==> config.mk <==
export PLATFORM = sky130hd
export DESIGN_NAME = motor_ramp_sequencer
export DESIGN_NICKNAME = d
export VERILOG_FILES = /design/src/rtl/motor_pkg.sv /design/src/rtl/motor_ramp_channel.sv /design/src/rtl/motor_ramp_sequencer.sv
export SDC_FILE = /design/constraint.sdc
export NUM_CORES = 1
export LEC_CHECK = 0
export ABC_CLOCK_PERIOD_IN_PS = 4400
export CORE_ASPECT_RATIO = 0.9
export CORE_MARGIN = 1
export CORE_UTILIZATION = 50
export CTS_CLUSTER_DIAMETER = 150
export DETAILED_ROUTE_END_ITERATION = 8
export PLACE_DENSITY = 0.82
export SLEW_MARGIN = 20
export SYNTH_ARGS = -nofsm -noshare
export SYNTH_HDL_FRONTEND = slang
export SYNTH_SLANG_ARGS = --single-unit
==> constraint.sdc <==
create_clock -name CLK100MHZ -period 4.4 [get_ports CLK100MHZ]
set_clock_uncertainty 0.15 [all_clocks]
set_input_delay 1.32 -clock CLK100MHZ [delete_from_list [all_inputs] [get_ports CLK100MHZ]]
set_output_delay 1.32 -clock CLK100MHZ [all_outputs]
set_load 0.02 [all_outputs]
==> src/rtl/motor_pkg.sv <==
// Shared types and defaults for the two-channel motor ramp sequencer.
package motor_pkg;

  localparam int DUTY_W           = 18;
  localparam int DEAD_W           = 16;
  localparam int DEF_PERIOD       = 200000;
  localparam int DEF_STEP         = 5000;
  localparam int DEF_DEAD_PERIODS = 10;

  typedef enum logic [1:0] {
    ST_STOP  = 2'd0,
    ST_RUN   = 2'd1,
    ST_DECEL = 2'd2,
    ST_DEAD  = 2'd3
  } motor_state_e;

endpackage

==> src/rtl/motor_ramp_channel.sv <==
// One H-bridge channel: ramps duty toward target one step per PWM period and
// inserts decel-to-zero plus a dead interval before any direction reversal.
module motor_ramp_channel
  import motor_pkg::*;
#(
  parameter int STEP         = DEF_STEP,
  parameter int DEAD_PERIODS = DEF_DEAD_PERIODS
) (
  input  logic              clk_i,
  input  logic              rst_i,
  input  logic              tick_i,
  input  logic              tgt_dir_i,
  input  logic [DUTY_W-1:0] tgt_duty_i,
  output logic [DUTY_W-1:0] duty_o,
  output logic              dir_o,
  output logic              en_o,
  output logic              busy_o,
  output motor_state_e      state_o
);

  localparam logic [DUTY_W-1:0] STEP_W    = DUTY_W'(STEP);
  localparam logic [DEAD_W-1:0] DEAD_LAST = DEAD_W'(DEAD_PERIODS - 1);

  motor_state_e      state_q, state_d;
  logic [DUTY_W-1:0] duty_q, duty_d;
  logic              dir_q, dir_d;
  logic              en_q, en_d;
  logic [DEAD_W-1:0] dead_q, dead_d;
  logic [DUTY_W-1:0] ramp, decel;

  // Both candidate next duties; the branches guarantee no wrap and no overshoot.
  always_comb begin
    if (tgt_duty_i > duty_q) begin
      ramp = ((tgt_duty_i - duty_q) <= STEP_W) ? tgt_duty_i : duty_q + STEP_W;
    end else begin
      ramp = ((duty_q - tgt_duty_i) <= STEP_W) ? tgt_duty_i : duty_q - STEP_W;
    end
    decel = (duty_q > STEP_W) ? duty_q - STEP_W : '0;
  end

  always_comb begin
    state_d = state_q;
    duty_d  = duty_q;
    dir_d   = dir_q;
    en_d    = en_q;
    dead_d  = dead_q;
    if (tick_i) begin
      unique case (state_q)
        ST_STOP: begin
          if (tgt_duty_i != '0) begin
            dir_d   = tgt_dir_i;
            en_d    = 1'b1;
            state_d = ST_RUN;
          end
        end
        ST_RUN, ST_DECEL: begin
          if (tgt_dir_i != dir_q) begin
            duty_d = decel;
            if (decel == '0) begin
              en_d    = 1'b0;
              dead_d  = '0;
              state_d = ST_DEAD;
            end else begin
              state_d = ST_DECEL;
            end
          end else begin
            duty_d = ramp;
            if (ramp == '0 && tgt_duty_i == '0) begin
              en_d    = 1'b0;
              state_d = ST_STOP;
            end else begin
              state_d = ST_RUN;
            end
          end
        end
        ST_DEAD: begin
          if (dead_q == DEAD_LAST) begin
            if (tgt_duty_i != '0) begin
              dir_d   = tgt_dir_i;
              en_d    = 1'b1;
              state_d = ST_RUN;
            end else begin
              state_d = ST_STOP;
            end
          end else begin
            dead_d = dead_q + 1'b1;
          end
        end
        default: state_d = ST_STOP;
      endcase
    end
  end

  always_ff @(posedge clk_i) begin
    if (rst_i) begin
      state_q <= ST_STOP;
      duty_q  <= '0;
      dir_q   <= 1'b0;
      en_q    <= 1'b0;
      dead_q  <= '0;
    end else begin
      state_q <= state_d;
      duty_q  <= duty_d;
      dir_q   <= dir_d;
      en_q    <= en_d;
      dead_q  <= dead_d;
    end
  end

  assign duty_o  = duty_q;
  assign dir_o   = dir_q;
  assign en_o    = en_q;
  assign state_o = state_q;
  assign busy_o  = (state_q != ST_STOP) &&
                   !(state_q == ST_RUN && duty_q == tgt_duty_i && dir_q == tgt_dir_i);

endmodule

==> src/rtl/motor_ramp_sequencer.sv <==
// Two-channel motor sequencer: owns the PWM period counter, latches per-motor
// targets from the shared command port and drives two ramp channels.
module motor_ramp_sequencer
  import motor_pkg::*;
#(
  parameter int PERIOD       = DEF_PERIOD,
  parameter int STEP         = DEF_STEP,
  parameter int DEAD_PERIODS = DEF_DEAD_PERIODS
) (
  input  logic              CLK100MHZ,
  input  logic              reset,
  input  logic              cmd_valid,
  output logic              cmd_ready,
  input  logic              cmd_motor,
  input  logic              cmd_dir,
  input  logic [DUTY_W-1:0] cmd_duty,
  output logic              period_tick,
  output logic [DUTY_W-1:0] pwm_count,
  output logic [DUTY_W-1:0] duty_a,
  output logic [DUTY_W-1:0] duty_b,
  output logic              dir_a,
  output logic              dir_b,
  output logic              en_a,
  output logic              en_b,
  output logic [1:0]        busy,
  output motor_state_e      dbg_state_a,
  output motor_state_e      dbg_state_b
);

  localparam logic [DUTY_W-1:0] PERIOD_W = DUTY_W'(PERIOD);

  logic [DUTY_W-1:0] cnt_q, cnt_d;
  logic [DUTY_W-1:0] tgt_duty_a_q, tgt_duty_a_d, tgt_duty_b_q, tgt_duty_b_d;
  logic              tgt_dir_a_q, tgt_dir_a_d, tgt_dir_b_q, tgt_dir_b_d;
  logic [DUTY_W-1:0] duty_clamped;
  logic              accept;
  logic              busy_a, busy_b;

  assign period_tick = (cnt_q == PERIOD_W - 1'b1);
  assign pwm_count   = cnt_q;

  // A command transfers on any cycle with cmd_valid && cmd_ready; ready is
  // simply "not in reset", and the new target is visible one cycle later.
  assign cmd_ready    = !reset;
  assign accept       = cmd_valid && cmd_ready;
  assign duty_clamped = (cmd_duty > PERIOD_W) ? PERIOD_W : cmd_duty;

  always_comb begin
    cnt_d        = period_tick ? '0 : cnt_q + 1'b1;
    tgt_duty_a_d = tgt_duty_a_q;
    tgt_dir_a_d  = tgt_dir_a_q;
    tgt_duty_b_d = tgt_duty_b_q;
    tgt_dir_b_d  = tgt_dir_b_q;
    if (accept && !cmd_motor) begin
      tgt_duty_a_d = duty_clamped;
      tgt_dir_a_d  = cmd_dir;
    end
    if (accept && cmd_motor) begin
      tgt_duty_b_d = duty_clamped;
      tgt_dir_b_d  = cmd_dir;
    end
  end

  always_ff @(posedge CLK100MHZ) begin
    if (reset) begin
      cnt_q        <= '0;
      tgt_duty_a_q <= '0;
      tgt_dir_a_q  <= 1'b0;
      tgt_duty_b_q <= '0;
      tgt_dir_b_q  <= 1'b0;
    end else begin
      cnt_q        <= cnt_d;
      tgt_duty_a_q <= tgt_duty_a_d;
      tgt_dir_a_q  <= tgt_dir_a_d;
      tgt_duty_b_q <= tgt_duty_b_d;
      tgt_dir_b_q  <= tgt_dir_b_d;
    end
  end

  motor_ramp_channel #(.STEP(STEP), .DEAD_PERIODS(DEAD_PERIODS)) u_chan_a (
    .clk_i      (CLK100MHZ),
    .rst_i      (reset),
    .tick_i     (period_tick),
    .tgt_dir_i  (tgt_dir_a_q),
    .tgt_duty_i (tgt_duty_a_q),
    .duty_o     (duty_a),
    .dir_o      (dir_a),
    .en_o       (en_a),
    .busy_o     (busy_a),
    .state_o    (dbg_state_a)
  );

  motor_ramp_channel #(.STEP(STEP), .DEAD_PERIODS(DEAD_PERIODS)) u_chan_b (
    .clk_i      (CLK100MHZ),
    .rst_i      (reset),
    .tick_i     (period_tick),
    .tgt_dir_i  (tgt_dir_b_q),
    .tgt_duty_i (tgt_duty_b_q),
    .duty_o     (duty_b),
    .dir_o      (dir_b),
    .en_o       (en_b),
    .busy_o     (busy_b),
    .state_o    (dbg_state_b)
  );

  assign busy = {busy_b, busy_a};

endmodule

# Yosys cells after proc, flatten, opt, wreduce, memory -nomap -nowiden
# Cells that the tools add are included.
dict set report word_totals {
  regBits 132
  latch_bits 0
  ramBits 0
  mem_bits_ro 0
  in_bits 23
  out_inout_bits 66
  wordCells 159
  memories 0
}
dict set report classes {
  n_addsub 11
  n_mul 0
  div_mod_pow 0
  order_cmp 9
  n_eq_ne 29
  shifts 0
  mux 51
  n_bitwise 0
  n_reduce_logical 44
}
# op count
set ops {}
lappend ops {{two-way mux 18 bit} 11}
lappend ops {{zero test 18 bit} 6}
lappend ops {{two-way mux 16 bit} 6}
lappend ops {{less-or-equal comparator 18 x 13 -> 1 bit (second input constant)} 4}
lappend ops {{subtractor 18 bit} 4}
lappend ops {{one-hot mux 16 bit (2 select lines)} 2}
lappend ops {{adder 18 x 13 -> 18 bit (second input constant)} 2}
lappend ops {{equality test 18 bit} 2}
lappend ops {{greater-than comparator 18 x 13 -> 1 bit (second input constant)} 2}
lappend ops {{greater-than comparator 18 bit} 2}
lappend ops {{nonzero test 18 bit} 2}
lappend ops {{subtractor 18 x 13 -> 18 bit (second input constant)} 2}
lappend ops {{adder 16 x 1 -> 16 bit (second input constant)} 2}
lappend ops {{equality test 16 x 4 -> 1 bit (second input constant)} 2}
lappend ops {{two-way mux 1 bit} 20}
lappend ops {{adder 18 x 1 -> 18 bit (second input constant)} 1}
lappend ops {{equality test 18 bit (second input constant)} 1}
lappend ops {{greater-than comparator 18 bit (second input constant)} 1}
lappend ops {{!= test 2 x 1 -> 1 bit (second input constant)} 8}
lappend ops {{two-way mux 2 bit} 6}
lappend ops {{one-hot mux 2 bit (3 select lines)} 2}
lappend ops {{AND reduction 3 bit} 4}
lappend ops {{nonzero test 2 bit} 6}
lappend ops {{logical AND 1 bit} 11}
lappend ops {{15 further kinds} 35}

# Depth between registers and ports, before layout
dict set report logic_depth {
  word_depth 9
  ltp_mapped 20
  depth_no_buf 15
}

# Modules after synthesis
# From an unflattened synthesis, not the netlist that was laid out.
dict set report hier_totals {
  hier_cells 1718
  area_unflattened_um2 12633.4
}
# module instances cells_per_inst area_each_um2 seq_area_each_um2
set by_module_without_submodules {}
lappend by_module_without_submodules {motor_ramp_channel 2 720 5102.4 760.7}
lappend by_module_without_submodules {motor_ramp_sequencer 1 278 2428.6 1121.1}

# Worst setup path after synthesis
# OpenSTA, ideal clock, no wires.
dict set report synth_timing {
  path_kind {register to register}
  from {register u_chan_a.duty_q[7] (netlist: u_chan_a.duty_o[7])}
  to {register u_chan_a.en_q (netlist: u_chan_a.en_o)}
  arrival_ps 4483
  required_ps 4130
  path_slack_ps -352
  path_stages_with_launch 19
  path_buffers 4
  synth_period_minus_slack_ps 4752
  cell_sequence {dfxtp_1 -> clkbuf_1 -> inv_1 -> ha_1 -> buf_2 -> and4_1 -> and2_1 -> a221oi_2 -> and4bb_2 -> nor4_1 -> or4_1 -> o21bai_2 -> buf_4 -> buf_4 -> o22ai_1 -> nor4_1 -> o2111ai_1 -> or4_1 -> o31a_1}
}
dict set report synth_via {
  elab_chain_cells 8
}
# element line
set synth_lines {}
lappend synth_lines {{start: declaration} motor_ramp_channel.sv:25} ;# logic [DUTY_W-1:0] duty_q, duty_d;
lappend synth_lines {{start signal: assignment} motor_ramp_channel.sv:103} ;# duty_q <= duty_d;
lappend synth_lines {{subtractor 18 bit, on equally long branches} {motor_ramp_channel.sv:36, motor_ramp_channel.sv:34}}
lappend synth_lines {{less-or-equal comparator 18 x 13 -> 1 bit, on equally long branches} {motor_ramp_channel.sv:36, motor_ramp_channel.sv:34}}
lappend synth_lines {{two-way mux 18 bit, on equally long branches} {motor_ramp_channel.sv:36, motor_ramp_channel.sv:34}}
lappend synth_lines {{two-way mux 18 bit} motor_ramp_channel.sv:33} ;# if (tgt_duty_i > duty_q) begin
lappend synth_lines {{zero test 18 bit} motor_ramp_channel.sv:68} ;# if (ramp == '0 && tgt_duty_i == '0) begin
lappend synth_lines {{logical AND 1 bit} motor_ramp_channel.sv:68}
lappend synth_lines {{!= test 3 x 1 -> 1 bit (no line)} n/a}
lappend synth_lines {{AND reduction 4 bit (no line) (*)} n/a}
lappend synth_lines {{end signal: assignment} motor_ramp_channel.sv:105} ;# en_q <= en_d;
lappend synth_lines {{end: declaration} motor_ramp_channel.sv:27} ;# logic en_q, en_d;
# Mark *: on every way between the ends. The rest lies on a longest branch, timed or not.
# A chain may end at the register's enable or synchronous reset.

# Final worst setup path
dict set report layout_timing {
  from {register u_chan_a.duty_q[1] (netlist: u_chan_a.duty_o[1])}
  to {register u_chan_a.en_q (netlist: u_chan_a.en_o)}
}
# Same word-level chain as after synthesis.

==> run metrics <==
Detailed Place HPWL=36.5 mm; Rel. slew slack=43.9%; overall routing resource usage=between 30% and 40%; Iteration-0 DRC Markers=2,039; cell area after synthesis=12,400 µm²; Ant. Diodes=0; count of different cell masters after synthesis=87; CTS tree=done; die boundary height=151 µm; Crit. End Element=flip-flop; Worst-Skew Late Latency=0.43 ns; drt drc=0; crit path from=u_chan_a.duty_o[1]; Layout area overhead=42.8%; Worst Tran Pin Value=between 0.8 and 0.9 ns; Reg2Reg Launch Point=u_chan_a.duty_o[1]; vias=roughly 15k; most frequent cell after synthesis=nor2_1; run status=finished with violations; Clock Sinks=132; Synth area leader=dfxtp_1; via count of the first global-routing pass=14.1k; Yosys top cell area share=21.3%; CTS max path bufs=2; final setup fails=2; Area contributors post-synth=dfxtp_1 (21%), ha_1 (8.8%), o21ai_0 (5.8%); crit start category=flip-flop; largest net degree at the start of global routing=between 40 and 50; CTS H-tree lvls=4; Post-Syn Instances=about 1.7k; most frequent cells after synthesis=nor2_1 (167), o21ai_0 (143), dfxtp_1 (132), nand2_1 (130), a21oi_1 (116); worst-path fanout max=5; final max-slew violation count=0; syn_nets=1,843; Hold Path Origin=pwm_count[0]; Hold Crit Class=flip-flop to flip-flop; max-cap viol count=0; fraction of registers with async set/reset=0%; CTS Root Buffer Type=clkbuf_16; Leak=7.25 nW; final instance area=17,700 µm²; Setup WS pre-CTS=-0.183 ns; worst vdd ir=0.000246 V; Fillers=approximately 1.9k; Final Worst Setup Slack=-0.0711 ns; Port Buffers=88; Final Cycle Share=102%; Total Power=just under 5 mW; Post-DRT Antenna Nets=0; Synth Flop Type=dfxtp_1; Synth warnings=0; DR vias/cell=approximately 6.4; layout cell share with drive strength beyond 1=30.4%; Hold WS=0.335 ns; core box area=24,300 µm²; Pwr per Cell Area=277 nW/µm²; fin nets=2,203; Die Footprint=about 25,000 µm²; Data required, critical path=4.56 ns; Placed Instance Area=15,600 µm²; crit path time final=4.47 ns; CTS Buf Count=17; wire per inst=between 20 and 25 µm; row count=54; DIE WIDTH=168 µm; syn avg cell area=7.16 µm²; initial antenna violation count=0; violated checks=negative setup slack; Achievable Freq=0.224 GHz; Worst Path Arrival=4.63 ns; GP Congestion=1.01; Pre-Repair DR Iteration Count=6; CP Class=flip-flop to flip-flop; Clock transition at path regs=0.07 ns; final WL=49.4 mm; unrepaired setup endpoints after global routing=true; first-pass GRT wire length=75.2 mm; sequential-to-total area share from yosys stat=21.3%; starting density of the core=51.0%; Fin. Hold Viols=0; Post-Route Setup TNS=-0.0938 ns; grt total ovfl=0; Yosys reg bits=132; I/O pins=89; Post-synth EDFFs=0
final cells by class:
type | instances | area [µm²] | share of cell area (%)
tap | 308 | 385 | 2.18
clock inverter | 13 | 141 | 0.798
clock buffer | 19 | 454 | 2.56
inverter | 110 | 413 | 2.33
sequential | 132 | 2720 | 15.4
multi-input combinational | 1388 | 9960 | 56.3
timing repair buffer | 444 | 3630 | 20.5
per-stage QoR:
step | util [%] | cells
floorplan | - | 1733
global placement | 64.2 | 2331
detailed placement | 64.2 | 2331
CTS | 69.3 | 2394
global route | 72.8 | 2414
finish | 72.8 | 2414
sequential cells by signal, summed over array words and instances, names as in the netlist, 2 cells and up:
register          cells
pwm_count            18
tgt_duty_a_q         18
tgt_duty_b_q         18
u_chan_a.duty_o      18
u_chan_b.duty_o      18
u_chan_a.dead_q      16
u_chan_b.dead_q      16
u_chan_a.state_o      2
u_chan_b.state_o      2
layer usage:
layer / GRT usage, % / vias up / share of wire (%)
met5: 0 / - / 0
met4: 11.7 / 0 / 2.9
met1: 51.8 / 7179 / 43
met2: 56.5 / 1018 / 42
met3: 9.43 / 125 / 11
li1: - / 7055 / -
path summary, 6_finish.rpt:
kind	endpoint	slack, ns	depth (start not counted)
setup / recovery	u_chan_a.en_o	-0.07	18
hold / removal	pwm_count[0]	0.33	1
setup reg to reg	u_chan_a.en_o	-0.07	18
hold reg to reg	pwm_count[0]	0.33	1
timing repair:
item,in CTS,in global routing
setup endpoints to repair,6,22
hold buffers,0,0
setup buffers,31,21
gates cloned,0,0
gates resized for setup,86,171
pin swaps,40,58
power by group:
part,leakage (nW),switching [mW],internal [mW],total (mW)
Combinational,5.88,1.13,1.04,2.17
Sequential,1.09,0.0335,1.22,1.25
Clock,0.283,0.642,0.835,1.48
Total,7.25,1.80,3.09,4.90
cells in the final DEF (no fill, tap or decap), drive strengths merged, types with 7 or more instances in the layout:
master           n
nor4            25
clkbuf          19
nand2b          19
ha              87
nand3           96
a211oi          30
o21bai           7
nand4           32
or3             21
a31oi           15
nor2b           16
o221ai          13
inv            116
a311oi           9
o22ai           17
xor2            35
nor4b            9
a2bb2oi          8
o211ai          21
or4             12
and3            25
nor3            60
o21a            12
or2              8
nand2          130
mux2i            9
nor2           168
buf            357
xnor2           61
and4             7
and2            15
clkdlybuf4s50   85
o31a             7
o21ai          148
dfxtp          132
a22oi           13
a21oi          119
o31ai           11
a21o            31
nor3b            8
cells by family after synthesis:
group	share of synthesized area, %
flip-flops	21.3
XOR/XNOR	6.78
adder cells (fa/ha/maj)	8.78
AO/OA/AOI/OAI	28.3
buffers and inverters	7.01
multiplexers	1.18
AND/OR/NAND/NOR	26.6
worst max-delay path: stages (launching register included):
cell and delay, ns:
dfxtp_2 0.32, inv_2 0.08, ha_4 0.21, nor2b_4 0.14, o211a_4 0.26, buf_4 0.16, buf_4 0.14, o31a_1 0.24
nor3_2 0.22, nand4_1 0.18, o22ai_4 0.23, o31ai_4 0.14, buf_4 0.17, buf_4 0.14, buf_4 0.15, o221ai_1 0.43
a31oi_1 0.18, or4_4 0.60, o31a_1 0.25
Note: power is estimated with default switching activity, not from simulation.
